### config.mk
export PLATFORM = sky130hd
export DESIGN_NAME = map_bank_selector
export DESIGN_NICKNAME = d
export VERILOG_FILES = /design/src/rtl/map_bank_selector.sv
export SDC_FILE = /design/constraint.sdc
export NUM_CORES = 1
export LEC_CHECK = 0
export ABC_CLOCK_PERIOD_IN_PS = 3300
export CORE_MARGIN = 10
export CORE_UTILIZATION = 25
export DETAILED_ROUTE_END_ITERATION = 8
export PLACE_DENSITY = 0.79
export SLEW_MARGIN = 30
export SYNTH_ARGS = -nofsm -noshare
export SYNTH_HDL_FRONTEND = slang
export SYNTH_SLANG_ARGS = --single-unit
### constraint.sdc
create_clock -name clock -period 3.3 [get_ports clock]
set_input_delay 0.99 -clock clock [delete_from_list [all_inputs] [get_ports clock]]
set_output_delay 0.99 -clock clock [all_outputs]
set_load 0.05 [all_outputs]
### src/rtl/map_bank_selector.sv
// N-way background-map selector: one broadcast ROM address, per-pixel tagged select, frame-aligned map switching.
// Optional MAP_BLANK_EN: blanks BLANK_FRAMES frames to BLANK_COLOR after each committed switch.
module map_bank_selector #(
    parameter int                NUM_MAPS     = 4,
    parameter int                ADDR_W       = 16,
    parameter int                DATA_W       = 24,
    parameter int                ROM_LAT      = 1,
    parameter int                DEFAULT_MAP  = 0,
    parameter logic [DATA_W-1:0] BLANK_COLOR  = '0,
    parameter int                BLANK_FRAMES = 1
) (
    input  logic                         clock,
    input  logic                         reset_n,
    input  logic [ADDR_W-1:0]            address,
    input  logic                         addr_valid,
    input  logic                         frame_start,
    input  logic [$clog2(NUM_MAPS)-1:0]  map_req,
    input  logic                         map_req_valid,
    output logic                         map_req_ready,
    output logic [ADDR_W-1:0]            rom_address,
    input  logic [NUM_MAPS*DATA_W-1:0]   rom_q,
    output logic [DATA_W-1:0]            q,
    output logic                         q_valid,
    output logic [$clog2(NUM_MAPS)-1:0]  active_map,
    output logic                         switch_done,
    output logic                         req_error
);
    localparam int               SEL_W       = $clog2(NUM_MAPS);
    localparam logic [SEL_W:0]   NUM_MAPS_L  = (SEL_W+1)'(NUM_MAPS);
    localparam logic [SEL_W-1:0] DEFAULT_SEL = SEL_W'(DEFAULT_MAP);

    typedef enum logic {
        IDLE,
        PEND
    } state_t;

    state_t            state_q, state_d;
    logic [SEL_W-1:0]  active_map_q, active_map_d;
    logic [SEL_W-1:0]  next_map_q, next_map_d;
    logic              switch_done_q, switch_done_d;
    logic              req_error_q, req_error_d;
    logic [DATA_W-1:0] q_q, q_d;
    logic              q_valid_q, q_valid_d;
    logic [SEL_W-1:0]  sel_pipe_q [ROM_LAT];
    logic [SEL_W-1:0]  sel_pipe_d [ROM_LAT];
    logic              valid_pipe_q [ROM_LAT];
    logic              valid_pipe_d [ROM_LAT];
    logic              req_in_range;
    logic [DATA_W-1:0] rom_pixel;

    assign req_in_range  = {1'b0, map_req} < NUM_MAPS_L;
    assign map_req_ready = (state_q == IDLE);
    assign rom_address   = address;
    assign q             = q_q;
    assign q_valid       = q_valid_q;
    assign active_map    = active_map_q;
    assign switch_done   = switch_done_q;
    assign req_error     = req_error_q;

    // Requests are only looked at while ready; a commit needs a frame_start seen while already pending.
    always_comb begin
        state_d       = state_q;
        active_map_d  = active_map_q;
        next_map_d    = next_map_q;
        switch_done_d = 1'b0;
        req_error_d   = 1'b0;
        case (state_q)
            IDLE: begin
                if (map_req_valid) begin
                    if (req_in_range) begin
                        state_d    = PEND;
                        next_map_d = map_req;
                    end else begin
                        req_error_d = 1'b1;
                    end
                end
            end
            PEND: begin
                if (frame_start) begin
                    state_d       = IDLE;
                    active_map_d  = next_map_q;
                    switch_done_d = 1'b1;
                end
            end
            default: state_d = IDLE;
        endcase
    end

    // Each pixel carries the map that was active when its address was issued.
    always_comb begin
        sel_pipe_d[0]   = active_map_q;
        valid_pipe_d[0] = addr_valid;
        for (int i = 1; i < ROM_LAT; i++) begin
            sel_pipe_d[i]   = sel_pipe_q[i-1];
            valid_pipe_d[i] = valid_pipe_q[i-1];
        end
        q_valid_d = valid_pipe_q[ROM_LAT-1];
    end

    assign rom_pixel = rom_q[int'(sel_pipe_q[ROM_LAT-1])*DATA_W +: DATA_W];

`ifdef MAP_BLANK_EN
    logic [3:0] blank_cnt_q, blank_cnt_d;
    logic       blank_pipe_q [ROM_LAT];
    logic       blank_pipe_d [ROM_LAT];

    always_comb begin
        blank_cnt_d = blank_cnt_q;
        if (switch_done_d) begin
            blank_cnt_d = 4'(BLANK_FRAMES);
        end else if (frame_start && (blank_cnt_q != 4'd0)) begin
            blank_cnt_d = blank_cnt_q - 4'd1;
        end
        blank_pipe_d[0] = (blank_cnt_q != 4'd0);
        for (int i = 1; i < ROM_LAT; i++) begin
            blank_pipe_d[i] = blank_pipe_q[i-1];
        end
        q_d = blank_pipe_q[ROM_LAT-1] ? BLANK_COLOR : rom_pixel;
    end

    always_ff @(posedge clock or negedge reset_n) begin
        if (!reset_n) begin
            blank_cnt_q <= 4'd0;
            for (int i = 0; i < ROM_LAT; i++) begin
                blank_pipe_q[i] <= 1'b0;
            end
        end else begin
            blank_cnt_q <= blank_cnt_d;
            for (int i = 0; i < ROM_LAT; i++) begin
                blank_pipe_q[i] <= blank_pipe_d[i];
            end
        end
    end
`else
    logic cfg_unused;
    assign cfg_unused = ^{BLANK_COLOR, 4'(BLANK_FRAMES)};
    assign q_d        = rom_pixel;
`endif

    always_ff @(posedge clock or negedge reset_n) begin
        if (!reset_n) begin
            state_q       <= IDLE;
            active_map_q  <= DEFAULT_SEL;
            next_map_q    <= '0;
            switch_done_q <= 1'b0;
            req_error_q   <= 1'b0;
            q_q           <= '0;
            q_valid_q     <= 1'b0;
            for (int i = 0; i < ROM_LAT; i++) begin
                sel_pipe_q[i]   <= '0;
                valid_pipe_q[i] <= 1'b0;
            end
        end else begin
            state_q       <= state_d;
            active_map_q  <= active_map_d;
            next_map_q    <= next_map_d;
            switch_done_q <= switch_done_d;
            req_error_q   <= req_error_d;
            q_q           <= q_d;
            q_valid_q     <= q_valid_d;
            for (int i = 0; i < ROM_LAT; i++) begin
                sel_pipe_q[i]   <= sel_pipe_d[i];
                valid_pipe_q[i] <= valid_pipe_d[i];
            end
        end
    end

endmodule
==> metrics.txt, run 1 <==
CP max FO=3; Post-CTS Hold Buffers=0; Util after Layout=46.7%; sequential share of power=between 20% and 30%; IO buf count=131; Worst slew margin=between 50% and 60%; Sw Pwr=roughly 1.0 mW; # IOs=around 170; Final min period=around 2.6 ns; #FFs+latches synth=34; most frequent cells in the layout=130 x clkdlybuf4s50_1, 33 x dfrtp_1, 20 x mux4_2, 5 x clkbuf_8; CTS Buf Count=5; M1 WL=slightly above 2000 um; VDD IR max=between 0.0002 and 0.00025 V; vias in the first global route=1464; Die Y=~100 um; Worst EP required=around 2.3 ns; vias post-DR=between 1000 and 1500; final hold viol count=0; CTS tree=yes; Net Sw Frac=42.5%; clock slew at reported path FFs=about 0.070 ns; post-DP HPWL=around 4900 um; setup slack, reg-to-reg=1.79 ns; remaining antenna violation count=0; die area=roughly 10000 um^2; largest net degree at the start of global routing=35; clock insertion delay at the later pin of the skew report=0.28 ns; Max-cap violations=0; core area=between 6000 and 7000 um^2; outcome=complete, no violations; detail-routed via count per cell=~4.5; Core Rows=29; Startpoint Class=register; width of the chip=roughly 100 um; root buf cell=clkbuf_8; layout cells sized above 1=16.8%; Initial Util=26.0%; Post-Route WL=about 5800 um; routed wl met3=between 500 and 600 um; Post-Synthesis Cells=approximately 90; Congestion Overflow GR=0; Pins Over Slew Limit=0; top layer in use=met4; PwrDens=814 nW/um^2; Hold Path Class=register to register; fmax=0.390 GHz; Worst Skew=approximately 0.0038 ns; DRC viols=0; Netlist cell types=14; wire per inst=around 20 um; final setup violation count=0; initial antenna violation count=0; clock share of power=~15%; signal arrival time at the worst endpoint=between 1.5 and 2 ns; Slew @ Worst Pin=approximately 0.75 ns; post-cts sizing count=0; synth-to-layout area growth=79.4%; Avg Cell Area, Syn=roughly 18 um^2; Clock Sinks=34; Fill cells=about 590; Initial DRC Count=17; RSZ-0062 raised after global routing=false; Net Count, Synth=210; P_int=1.41 mW; period utilisation layout=between 70% and 80%; Worst Setup End Kind=primary output; DR pass1 iterations=3; setup TNS=0 ns; gpl congestion=about 0.70; synth warn=0; fin nets=326; Syn Std Cell Area=around 1700 um^2; H-tree depth=2; Min Hold Slack=around 0.36 ns; CTS max path bufs=2; register area share after synthesis=between 50 and 60%; Setup CP Type=register to primary output; # diodes=0; Gate power share=~57%; first-pass GRT wire length=between 8000 and 9000 um; All-Layer GR Usage=10.7%; met2 WL=3130 um; Pleak=between 1 and 1.5 nW; most common cell after layout, fill and taps aside=clkdlybuf4s50_1; number of setup buffers added after CTS=0
[power by group through the flow]
stage | Sequential (mW) | Clock (mW) | Combinational (mW)
3_5_place_dp | 0.698 | 0 | 1.42
4_1_cts | 0.690 | 0.382 | 1.42
3_3_place_gp | 0.687 | 0 | 1.41
2_1_floorplan | 1.19 | 0 | 0.480
5_1_grt | 0.703 | 0.403 | 1.46
6_report | 0.682 | 0.369 | 1.39
[cell usage after synthesis (all sizes together)]
library cell | instances | area (um^2)
nand2 | 1 | 3.75
conb | 1 | 3.75
mux4 | 24 | 556
mux2 | 4 | 45.0
o21bai | 1 | 7.51
inv | 2 | 7.51
dfrtp | 34 | 851
buf | 22 | 189
clkbuf | 1 | 3.75
nor2b | 1 | 6.26
[final timing paths]
kind | start | end | depth (start not counted)
worst max-delay path | state_q$_DFF_PN0_ | map_req_ready | 2
worst min-delay path | q_valid_d$_DFF_PN0_ | q_valid$_DFF_PN0_ | 0
worst max register to register | sel_pipe_q[0]$_DFF_PN0_ | q[2]$_DFF_PN0_ | 2
worst min register to register | q_valid_d$_DFF_PN0_ | q_valid$_DFF_PN0_ | 0
max in group asynchronous | reset_n | sel_pipe_q[1]$_DFF_PN0_ | 1
min in group asynchronous | reset_n | q[8]$_DFF_PN0_ | 1
[metrics by stage]
stage               area, um^2  instances  power (mW)  setup slack [ns]
finish                    3000        285        2.44             0.733
global route              3000        285        2.56             0.686
detailed placement        2890        277        2.12              1.02
floorplan                 1670         91        1.67              1.15
CTS                       3000        285        2.49             0.713
global placement          2890        277        2.10              1.07
[cell type report]
class	count	area [um^2]	share of cell area (%)
multi-input cells	32	622	20.7
clock inverters	3	40.0	1.33
clock buffers	5	68.8	2.29
well taps	77	96.3	3.21
repair buffers	132	1310	43.8
flip-flops and latches	34	852	28.4
inverters	2	7.51	0.250
[critical path: stages (launching register included)]
cell and delay (ns):
dfrtp_1 0.40, inv_1 0.09, clkdlybuf4s50_1 0.81
[kinds of logic (layout without fill, tap and decap cells)]
group,Yosys count,in the layout,share of synthesized area (%)
muxes,28,28,35.9
buffers and inverters,25,142,12.0
DFF,34,34,50.9
AOI/OAI and AO/OA,1,1,0.449
and+or+nand+nor,2,2,0.598
other,1,1,0.224
[routing by layer]
layer	track usage (%)	vias to the layer above
li1	-	563
met1	11.2	626
met5	0	-
met2	19.0	68
met4	4.07	0
met3	4.15	12
[registers in the layout, summed over array words and instances (netlist names)]
register	count
q	24
active_map	2
next_map_q	2
sel_pipe_q	2
q_valid	1
q_valid_d	1
state_q	1
switch_done	1
Power figures use the tool's default switching activity.
==> run 2, diff against run 1 <==
--- a/config.mk
+++ b/config.mk
@@ -5,11 +5,11 @@
 export SDC_FILE = /design/constraint.sdc
 export NUM_CORES = 1
 export LEC_CHECK = 0
-export ABC_CLOCK_PERIOD_IN_PS = 3300
+export ABC_CLOCK_PERIOD_IN_PS = 2300
 export CORE_MARGIN = 10
 export CORE_UTILIZATION = 25
 export DETAILED_ROUTE_END_ITERATION = 8
-export PLACE_DENSITY = 0.79
+export PLACE_DENSITY = 0.82
 export SLEW_MARGIN = 30
 export SYNTH_ARGS = -nofsm -noshare
 export SYNTH_HDL_FRONTEND = slang
==> constraint.sdc (replaced) <==
create_clock -name clock -period 2.3 [get_ports clock]
set_input_delay 0.69 -clock clock [delete_from_list [all_inputs] [get_ports clock]]
set_output_delay 0.69 -clock clock [all_outputs]
set_load 0.05 [all_outputs]
==> metrics.txt, run 2 (synthesized netlist as in run 1, its figures left out) <==
Largest register FFs=24; post-cts sizing count=0; initial antenna violation count=0; Pleak=approximately 1.2 nW; post-route cell area=2990 um^2; synth-to-layout area growth=79.0%; width of the chip=between 100 and 150 um; root buf cell=clkbuf_8; final setup violation count=0; outcome=complete, no violations; worst r2r path cells=2; setup TNS=0 ns; setup ws final=approximately 0.14 ns; fin nets=around 330; Congestion Overflow GR=0; Max-cap violations=0; # IOs=between 150 and 200; Worst Skew=around 0.0039 ns; Buf/Inv on CP=1; Core Rows=29; Post-Route WL=roughly 5700 um; core area=around 6400 um^2; Crit path max-delay family=buffers and inverters; layout cells sized above 1=around 18%; vias in the first global route=1547; VDD IR max=about 0.00032 V; CP max-delay cell=clkdlybuf4s50_1; CP max FO=3; clock slew at reported path FFs=0.07 ns; Die Y=102 um; H-tree depth=2; Startpoint Class=register; Placed Area=2900 um^2; Worst slew margin=approximately half; final hold viol count=0; detail-routed via count per cell=~4.4; Initial Util=a little over a quarter; Worst path depth=1; vias post-DR=1255; first-pass GRT wire length=between 8000 and 9000 um; CTS Buf Count=5; DRC viols=0; remaining antenna violation count=0; Hold Path Class=register to register; most common cell after layout, fill and taps aside=clkdlybuf4s50_1; Initial DRC Count=18; Place WS=between 0.4 and 0.5 ns; most frequent cells in the layout=127 x clkdlybuf4s50_1, 34 x dfrtp_1, 20 x mux4_2, 6 x clkbuf_8; hold path depth=0; CTS max path bufs=2; Worst EP required=~1.6 ns; clock insertion delay at the later pin of the skew report=around 0.28 ns; largest net degree at the start of global routing=35; Slew @ Worst Pin=0.726 ns; CTS tree=yes; # diodes=0; gpl congestion=0.722; PwrDens=approximately 1200 nW/um^2; wire per inst=19.8 um; RSZ-0062 raised after global routing=false; Final min period=2.16 ns; Clock Sinks=34; die area=10400 um^2; IO buf count=roughly 130; period utilisation layout=around 94%; All-Layer GR Usage=between 10% and 20%; Worst Setup End Kind=primary output; DR pass1 iterations=4; post-DP HPWL=approximately 5000 um; Largest stage delay, worst path=0.82 ns; fmax=0.463 GHz; number of setup buffers added after CTS=0; Pins Over Slew Limit=0; cells along the critical path=clkdlybuf4s50_1; Setup CP Type=register to primary output; Post-CTS Hold Buffers=0; signal arrival time at the worst endpoint=between 1 and 1.5 ns
## run 2: path summary, 6_finish.rpt
path	start	to	slack (ns)
min in group asynchronous	reset_n	q_valid$_DFF_PN0_	0.46
max in group asynchronous	reset_n	q[18]$_DFF_PN0_	1.37
worst min-delay path	q_valid_d$_DFF_PN0_	q_valid$_DFF_PN0_	0.35
worst max-delay path	active_map[0]$_DFFE_PN0P_	active_map[0]	0.14
worst max register to register	sel_pipe_q[0]$_DFF_PN0_	q[2]$_DFF_PN0_	0.70
worst min register to register	q_valid_d$_DFF_PN0_	q_valid$_DFF_PN0_	0.35
## run 2: stage by stage
| step | utilization, % | instances | hold WS, ns | total power, mW |
|---|---|---|---|---|
| floorplan | - | 91 | 0.331 | 2.40 |
| global placement | 45.2 | 278 | 0.334 | 3.03 |
| detailed placement | 45.2 | 278 | 0.343 | 3.06 |
| CTS | 46.6 | 286 | 0.359 | 3.51 |
| global route | 46.6 | 286 | 0.383 | 3.62 |
| finish | 46.6 | 286 | 0.353 | 3.44 |
## run 2: layer usage
layer | track usage (%) | up-vias | routed length (um)
met5 | 0 | - | 0
met4 | 4.29 | 0 | 114
met3 | 5.31 | 16 | 638
met2 | 19.0 | 83 | 2920
met1 | 10.7 | 594 | 1990
li1 | - | 562 | -
## run 2: where the power goes
part | internal (mW) | switching [mW] | total (mW) | leakage (nW)
clock network | 0.241 | 0.198 | 0.439 | 0.0482
registers | 0.839 | 0.0967 | 0.936 | 0.398
logic | 0.880 | 1.19 | 2.07 | 0.736
total | 1.96 | 1.48 | 3.44 | 1.18
## run 2: layout make-up
class	instances	area (um^2)
Clock buffer	7	86.3
Inverter	2	7.51
Sequential cell	34	851
Clock inverter	1	5.00
Tap cell	77	96.3
Multi-Input combinational cell	32	622
Fill cell	565	3430
Timing Repair Buffer	133	1330
==> patch: new RTL, flow settings as in run 2 <==
Add a define of `MAP_BLANK_EN`.
--- a/src/rtl/map_bank_selector.sv
+++ b/src/rtl/map_bank_selector.sv
@@ -1,5 +1,7 @@
 // N-way background-map selector: one broadcast ROM address, per-pixel tagged select, frame-aligned map switching.
 // Optional MAP_BLANK_EN: blanks BLANK_FRAMES frames to BLANK_COLOR after each committed switch.
+`define MAP_BLANK_EN
+
 module map_bank_selector #(
     parameter int                NUM_MAPS     = 4,
     parameter int                ADDR_W       = 16,
Function: changed (a bounded check fails within 10 cycles, from zero or initial values and one cycle with reset_n low).
==> patch against run 2 <==
Routed wire length grew 24%; power shrank 3.9%; utilization shrank 3.9 points; cell area grew 15%; setup slack lost 3.8 ps; largest power group unchanged; die area grew 18%; maximum frequency shrank 0.18%; sequential cell count grew 5; area after synthesis grew 23%; largest cell class unchanged.
==> patch: results (changes against run 2) <==
| Metric | Value |
|---|---|
| Number of global-route vias before repair | `1953 (+26%)` |
| Worst vdd ir | `320 uV (+1.3%)` |
| CP Max Fanout | `1 (-2)` |
| Initial DRC count | `45 (+27)` |
| Cts hold-fix bufs | `0 (unchanged)` |
| Yosys warning count | `0 (unchanged)` |
| Wire per inst | `19.3 um (-2.6%)` |
| Post-detail-place hpwl | `5940 um (+22%)` |
| Crit path largest cell delay | `840 ps (+20 ps)` |
| Largest register FFs | `24 (unchanged)` |
| Slowest CP cell | `clkdlybuf4s50_1` |
| GR met1 Demand/Resource | `0.108 (+0.00171)` |
| Pleak | `1.37 nW (+16%)` |
| Synth cell types | `25 (+11)` |
| M1 WL | `2260 um (+13%)` |
| Total GRT Usage | `0.116 (+0.00783)` |
| Cell Int Power | `2.06 mW (+5.3%)` |
| Total number of vias | `1619 (+29%)` |
| Slew margin rel. | `0.463 (-0.0527)` |
| Post-placement cell area | `3330 um2 (+15%)` |
| Largest net degree at the start of global routing | `40 (+14%)` |
| Fraction of layout instances using a drive strength above 1 | `0.174 (-0.00329)` |
| Syn nets | `263 (+25%)` |
| Top cells by area, synth | `dfrtp_1 (47%), mux4_2 (26%), nor2b_1 (7.6%)` |
| Layout Nets | `379 (+16%)` |
| DRT Pass-1 Iters | `3 (-1)` |
| Status | `complete, no violations` |
| Post-synth top cells | `dfrtp_1 (39), nor2b_1 (25), mux4_2 (24)` |
| Post-synthesis sequential area ratio | `0.474 (-0.0341)` |
| Routability cong. | `0.786 (+8.8%)` |
| First-pass GRT wire length | `11300 um (+34%)` |
| WL met3 | `532 um (-17%)` |
| Met3 usage | `0.0433 (-0.00981)` |
| Worst Skew | `5.01 ps (+1.09 ps)` |
| GRT met2 Usage | `0.221 (+0.0311)` |
| DR WL met2 | `4130 um (+41%)` |
[patch: power by group through the flow]
stage | clock network, mW | registers [mW] | logic (mW)
final | 0.605 | 1.01 | 1.69
after global routing | 0.661 | 1.04 | 1.81
after CTS | 0.626 | 1.02 | 1.72
after detailed placement | 0 | 1.04 | 1.72
after global placement | 0 | 1.03 | 1.69
after floorplan | 0 | 1.36 | 0.911
[patch: worst paths after layout]
check | end | slack [ps] | cells past startpoint | startpoint
min in group asynchronous | q[4] | 440 | 2 | reset_n
hold reg to reg | q_valid | 360 | 0 | q_valid_d
setup reg to reg | q[10] | 660 | 3 | sel_pipe_q[0]
setup / recovery | q[5] | 140 | 1 | q[5]
hold / removal | q_valid | 360 | 0 | q_valid_d
max in group asynchronous | sel_pipe_q[0] | 1480 | 2 | reset_n
[patch: cells by family (layout without fill, tap and decap cells)]
kind of cell	Yosys count	in the layout	synth area share
AND/OR/NAND/NOR	33	33	0.0998
other	1	1	0.00182
buffers and inverters	30	147	0.0979
flip-flops	39	39	0.474
AO/OA/AOI/OAI	8	8	0.0243
multiplexers	29	29	0.290
adder cells (fa/ha/maj)	2	2	0.0122
[patch: metrics by stage]
| stage | cells | setup WS [ps] | hold slack (ps) | total power, mW |
|---|---|---|---|---|
| CTS | 364 | 112 | 367 | 3.37 |
| detailed placement | 356 | 409 | 349 | 2.76 |
| finish | 364 | 138 | 363 | 3.31 |
| global route | 364 | 66.6 | 381 | 3.51 |
| global placement | 356 | 430 | 335 | 2.71 |
| floorplan | 142 | 750 | 331 | 2.27 |
[patch: cell type report]
cell class | count | area (um2)
Timing Repair Buffer | 135 | 1330
Clock buffer | 6 | 82.6
Inverter | 4 | 15.0
Sequential cell | 39 | 977
Fill cell | 750 | 4640
Multi-Input combinational cell | 73 | 880
Tap cell | 105 | 131
Clock inverter | 2 | 38.8
